File: config.mk
export PLATFORM = sky130hd
export DESIGN_NAME = control_pulsadores
export DESIGN_NICKNAME = d
export VERILOG_FILES = /design/src/rtl/control_pulsadores.sv
export SDC_FILE = /design/constraint.sdc
export NUM_CORES = 1
export LEC_CHECK = 0
export BUFFER_PORTS_ARGS = -buffer_cell sky130_fd_sc_hd__buf_2
export CORE_MARGIN = 2
export CORE_UTILIZATION = 60
export CTS_BUF_LIST = sky130_fd_sc_hd__clkbuf_8
export DETAILED_ROUTE_END_ITERATION = 7
export MAX_ROUTING_LAYER = met4
export PLACE_DENSITY = 0.77
export SETUP_SLACK_MARGIN = 0.3
export SLEW_MARGIN = 20
export SYNTH_ARGS = -nofsm -noshare
export SYNTH_HDL_FRONTEND = slang
export SYNTH_SLANG_ARGS = --single-unit
export TNS_END_PERCENT = 20
File: constraint.sdc
create_clock -name clk -period 5.4 [get_ports clk]
set_input_delay 0.81 -clock clk [delete_from_list [all_inputs] [get_ports clk]]
set_output_delay 0.81 -clock clk [all_outputs]
set_load 0.05 [all_outputs]
File: src/rtl/control_pulsadores.sv
// control_pulsadores: synchronizes and debounces the up/down push buttons and
// grants the shared counter step interface to one button at a time. Each
// accepted press gives one step pulse, optionally followed by auto-repeat
// pulses while the owning button stays held.
module control_pulsadores #(
  parameter int DEB_CYCLES = 4,
  parameter int REP_DELAY  = 16,
  parameter int REP_PERIOD = 8
) (
  input  logic       clk,
  input  logic       rst,
  input  logic       btn_up,
  input  logic       btn_dn,
  input  logic       en_repeat,
  output logic       step_up,
  output logic       step_dn,
  output logic       db_up,
  output logic       db_dn,
  output logic [1:0] owner
);

  localparam logic [15:0] DEB_LAST = 16'(DEB_CYCLES - 1);
  localparam logic [15:0] DLY_LAST = 16'(REP_DELAY - 1);
  localparam logic [15:0] PER_LAST = 16'(REP_PERIOD - 1);

  localparam logic [1:0] OWN_NONE = 2'b00;
  localparam logic [1:0] OWN_UP   = 2'b01;
  localparam logic [1:0] OWN_DN   = 2'b10;

  typedef enum logic [1:0] {IDLE, DELAY, REPEAT} state_t;

  // Bit 0 is the up button, bit 1 the down button throughout.
  logic [1:0]  sync1;
  logic [1:0]  sync2;
  logic [1:0]  db;
  logic [1:0]  db_prev;
  logic [1:0]  press;
  logic [15:0] deb_cnt [2];

  state_t      state;
  logic [15:0] rep_cnt;
  logic [15:0] rep_last;
  logic        last_grant;
  logic        held;

  // Two-flop synchronizer for both raw button pins.
  always_ff @(posedge clk) begin
    if (rst) begin
      sync1 <= '0;
      sync2 <= '0;
    end else begin
      sync1 <= {btn_dn, btn_up};
      sync2 <= sync1;
    end
  end

  // Debouncers: the debounced state flips only after DEB_CYCLES consecutive differing samples.
  always_ff @(posedge clk) begin
    if (rst) begin
      db         <= '0;
      db_prev    <= '0;
      deb_cnt[0] <= '0;
      deb_cnt[1] <= '0;
    end else begin
      db_prev <= db;
      for (int i = 0; i < 2; i++) begin
        if (sync2[i] == db[i]) begin
          deb_cnt[i] <= '0;
        end else if (deb_cnt[i] == DEB_LAST) begin
          db[i]      <= ~db[i];
          deb_cnt[i] <= '0;
        end else begin
          deb_cnt[i] <= deb_cnt[i] + 16'd1;
        end
      end
    end
  end

  assign db_up = db[0];
  assign db_dn = db[1];
  assign press = db & ~db_prev;

  // Debounced level of whichever button currently owns the grant.
  always_comb begin
    held = 1'b0;
    case (owner)
      OWN_UP:  held = db[0];
      OWN_DN:  held = db[1];
      default: held = 1'b0;
    endcase
  end

  assign rep_last = (state == REPEAT) ? PER_LAST : DLY_LAST;

  // Grant/repeat FSM; release is tested before the repeat threshold so it always wins.
  always_ff @(posedge clk) begin
    if (rst) begin
      state      <= IDLE;
      owner      <= OWN_NONE;
      step_up    <= 1'b0;
      step_dn    <= 1'b0;
      rep_cnt    <= '0;
      last_grant <= 1'b1;
    end else begin
      step_up <= 1'b0;
      step_dn <= 1'b0;
      case (state)
        IDLE: begin
          rep_cnt <= '0;
          if (press[0] && (!press[1] || last_grant)) begin
            owner      <= OWN_UP;
            last_grant <= 1'b0;
            step_up    <= 1'b1;
            state      <= DELAY;
          end else if (press[1]) begin
            owner      <= OWN_DN;
            last_grant <= 1'b1;
            step_dn    <= 1'b1;
            state      <= DELAY;
          end
        end
        DELAY, REPEAT: begin
          if (!held) begin
            state   <= IDLE;
            owner   <= OWN_NONE;
            rep_cnt <= '0;
          end else if (!en_repeat) begin
            rep_cnt <= '0;
          end else if (rep_cnt == rep_last) begin
            step_up <= (owner == OWN_UP);
            step_dn <= (owner == OWN_DN);
            rep_cnt <= '0;
            state   <= REPEAT;
          end else begin
            rep_cnt <= rep_cnt + 16'd1;
          end
        end
        default: begin
          state   <= IDLE;
          owner   <= OWN_NONE;
          rep_cnt <= '0;
        end
      endcase
    end
  end

endmodule

==> results.sh <==
export IMPL_dominantRegCellSynth="sky130_fd_sc_hd__edfxtp_1"
export IMPL_num_vias=2326
export IMPL_dpl_cell_count=423
export IMPL_first_global_vias=2193
export IMPL_criticalPathCategory="reg -> reg"
export IMPL_synth_warnings=0
export IMPL_cts_post_setup_buffers_inserted=0
export IMPL_most_instantiated_library_cell_after_synthesis="sky130_fd_sc_hd__nor2_1"
export IMPL_grt_first_pass_wirelength_um=9520
export IMPL_synthesis_area_um2=3150
export IMPL_finalPower_mw=1.12
export IMPL_synth_cells=320
export IMPL_post_synthesis_compound_gate_area_fraction=0.0588
export IMPL_die_h_um=76.4
export IMPL_cp_data_required_time_ns=5.47
export IMPL_r2r_cells=5
export IMPL_proportion_of_layout_cells_with_a_drive_suffix_above_1=0.0867
export IMPL_sequential_area_share_after_synthesis=0.503
export IMPL_timing_hold_violations_final=0
export IMPL_power_frac_comb=0.045
export IMPL_synth_mux_area_fraction=0.0127
export IMPL_tritoncts="yes"
export IMPL_clock_sink_count=63
export IMPL_worst_setup_path_end_kind="flip-flop"
export IMPL_design_final_nets=377
export IMPL_maximum_number_of_pins_on_one_net_before_global_route_repair=19
export IMPL_synthSimpleGateAreaFrac=0.270
export IMPL_synth_top_area_cells="sky130_fd_sc_hd__edfxtp_1, sky130_fd_sc_hd__dfxtp_1, sky130_fd_sc_hd__xnor2_1"
export IMPL_leakage_nw=1.31
export IMPL_cts_max_level=3
export IMPL_reg2reg_to="deb_cnt[1][6]$_SDFFCE_PN0P_"
export IMPL_crit_reg2reg_launch="deb_cnt[1][0]$_SDFFCE_PN0P_"
export IMPL_clk_pin_slew_worst_paths_ns=0.07
export IMPL_swShare=0.206
export IMPL_final_max_slew_viol_count=0
export IMPL_timing_final_crit_share=0.359
export IMPL_wire_per_inst_um=12.4
export IMPL_netSwitchingPower_mw=0.230
export IMPL_async_reset_ff_frac=0
export IMPL_grt_total_usage=0.210
export IMPL_critical_path_arrival_ns=2.01
export IMPL_drt_first_iter_violations=150
export IMPL_worstMarginPinSlew_ns=0.547
export IMPL_synth_cell_types=41
export IMPL_hold_path_depth=1
export IMPL_max_slew_headroom_at_the_worst_pin=0.635
export IMPL_fin_worst_skew_ns=0.00864
export IMPL_dieArea_um2=5840
export IMPL_drt_drc_violations_left=0
export IMPL_finalWeightedCongestion=0.846
export IMPL_tns_ns=0
export IMPL_power_frac_seq=0.477
export IMPL_yosys_register_bits=63
export IMPL_drt_pass1_iterations=4
export IMPL_timing_critical_path_fanout_max=15
export IMPL_io_pin_count=11
export IMPL_effective_utilization_at_floorplan=0.620
export IMPL_grt_setup_unrepaired="false"
export IMPL_setup_slack_on_the_worst_flop_to_flop_path_ns=3.46
export IMPL_power_density_of_the_placed_cells_nw_per_um2=308
export IMPL_crit_path_start_kind="flip-flop"
export IMPL_share_of_the_core_filled_with_cells_in_the_final_layout=0.715
export IMPL_synth_fa_ha_area_frac=0.0318
export IMPL_route_antenna_remaining_nets=0
export IMPL_dp_final_hpwl_um=3660
export IMPL_layoutNonFillerInstCount=439
export IMPL_placement_rows=26
export IMPL_fmaxAchievable_mhz=516
export IMPL_worst_vdd_drop_mv=0.206
export IMPL_post_cts_hold_fix_bufs=0
export IMPL_post_synth_top_area_fraction=0.305
export IMPL_cts_resized=0
export IMPL_status="completed"
export IMPL_hold_end="sync2[1]$_SDFF_PP0_"
export IMPL_cts_buffers_inserted=9
export IMPL_drv_cap=0
export IMPL_total_grt_overflow=0
export IMPL_clockBufferDepth=2
export IMPL_hold_class="reg -> reg"
export IMPL_synth_top_family_by_area="simple AND/OR/NAND/NOR gates"
export IMPL_internal_power_mw=0.886
export IMPL_power_clock_fraction=0.478
export IMPL_avgViaCountPerCell=5.30
export IMPL_synth_xor_xnor_area_share=0.100
export IMPL_diodes=0
export IMPL_postSynthAreaPerCell_um2=9.83
export IMPL_floorplan_core_area_um2=5070
export IMPL_netlist_top_cells_count="sky130_fd_sc_hd__nor2_1, sky130_fd_sc_hd__edfxtp_1, sky130_fd_sc_hd__dfxtp_1, sky130_fd_sc_hd__xnor2_1, sky130_fd_sc_hd__nand2_1"
export IMPL_io_buffer_count=10
export IMPL_timing_hold_worst_start="sync1[1]$_SDFF_PP0_"
export IMPL_yosys_area_top_type="sky130_fd_sc_hd__edfxtp_1"
export IMPL_drt_total_wl_um=5440
export IMPL_layout_min_cycle_time_ns=1.94
export IMPL_report_final_setup_viol=0
export IMPL_worst_skew_pair_late_latency_ns=0.34
export IMPL_die_w_um=76.4
export IMPL_clk_root_buffer_cell="sky130_fd_sc_hd__clkbuf_8"
export IMPL_antenna_found_initial=0
export IMPL_synth_enable_flop_cells=32
export IMPL_areaGrowthSynthToFinish_pct=15.3
## through the flow
| step | hold WS, ns | setup slack, ns | area [um^2] |
|---|---|---|---|
| 3_3_place_gp | 0.416 | 3.44 | 3370 |
| 4_1_cts | 0.443 | 3.46 | 3630 |
| 2_1_floorplan | 0.414 | 3.51 | 3260 |
| 6_report | 0.439 | 3.46 | 3630 |
| 3_5_place_dp | 0.424 | 3.41 | 3370 |
| 5_1_grt | 0.467 | 3.25 | 3630 |
## power groups by stage
stage	Combinational, mW	Clock, mW	Sequential, mW
2_1_floorplan	0.0360	0	0.543
3_3_place_gp	0.0481	0	0.542
3_5_place_dp	0.0490	0	0.543
4_1_cts	0.0495	0.543	0.532
5_1_grt	0.0575	0.564	0.535
6_report	0.0505	0.533	0.532
## worst max-delay path, stage by stage (launching register included)
cell and delay [ns]:
sky130_fd_sc_hd__edfxtp_1 0.42, sky130_fd_sc_hd__ha_1 0.26, sky130_fd_sc_hd__nor4b_1 0.24, sky130_fd_sc_hd__nand4_1 0.22, sky130_fd_sc_hd__nand2_1 0.44, sky130_fd_sc_hd__nor2_1 0.09
## cells in the final DEF, fill, tap and decap left out, drive strengths merged, types with 5 or more instances in the layout
cell type	count
nand4	17
buf	10
ha	8
dfxtp	31
nand2	18
nor2b	9
inv	11
xnor2	22
conb	32
a21oi	11
nand2b	5
nor3	5
or3	6
and3	6
nor2	50
xor2	14
nor4	12
nand3	14
edfxtp	32
clkbuf	9
o21ai	7
## worst max path at each step
stage | slack, ns | endpoint | startpoint
after floorplan | 3.51 | rep_cnt[3]$_SDFF_PP0_ | owner[0]$_SDFFE_PP0P_
after detailed placement | 3.41 | deb_cnt[0][3]$_SDFFCE_PN0P_ | rst
after global routing | 3.25 | deb_cnt[1][8]$_SDFFCE_PN0P_ | deb_cnt[1][0]$_SDFFCE_PN0P_
after CTS | 3.46 | db_dn | db[1]$_SDFFE_PP0P_
after global placement | 3.44 | deb_cnt[1][6]$_SDFFCE_PN0P_ | rst
final | 3.46 | deb_cnt[1][6]$_SDFFCE_PN0P_ | deb_cnt[1][0]$_SDFFCE_PN0P_
## metal layers
layer	up-vias	track usage	share of wire
met4	0	0.0873	0.021
li1	1209	-	-
met3	12	0.0604	0.033
met5	-	-	0
met1	1076	0.254	0.47
met2	29	0.332	0.47
## sequential cells by signal, indices dropped and copies added (netlist names)
register    flops
db              2
state           2
db_prev         2
last_grant      1
step_dn         1
deb_cnt        32
rep_cnt        16
sync1           2
owner           2
step_up         1
sync2           2
## layout make-up
type                    count  area (um^2)
flip-flops and latches     63         1580
fillers                   391         1450
clock inverters             7          136
clock buffers               9          124
inverters                  10         37.5
repair buffers             10         50.0
well taps                  70         87.6
multi-input cells         270         1610
## kinds of logic after synthesis
| family | count (synthesis) |
|---|---|
| fa+ha+maj | 8 |
| buf+inv | 18 |
| simple gates | 160 |
| flops | 63 |
| other cells | 1 |
| compound gates | 30 |
| mux | 4 |
| xor+xnor | 36 |
Power figures use the tool's default switching activity.
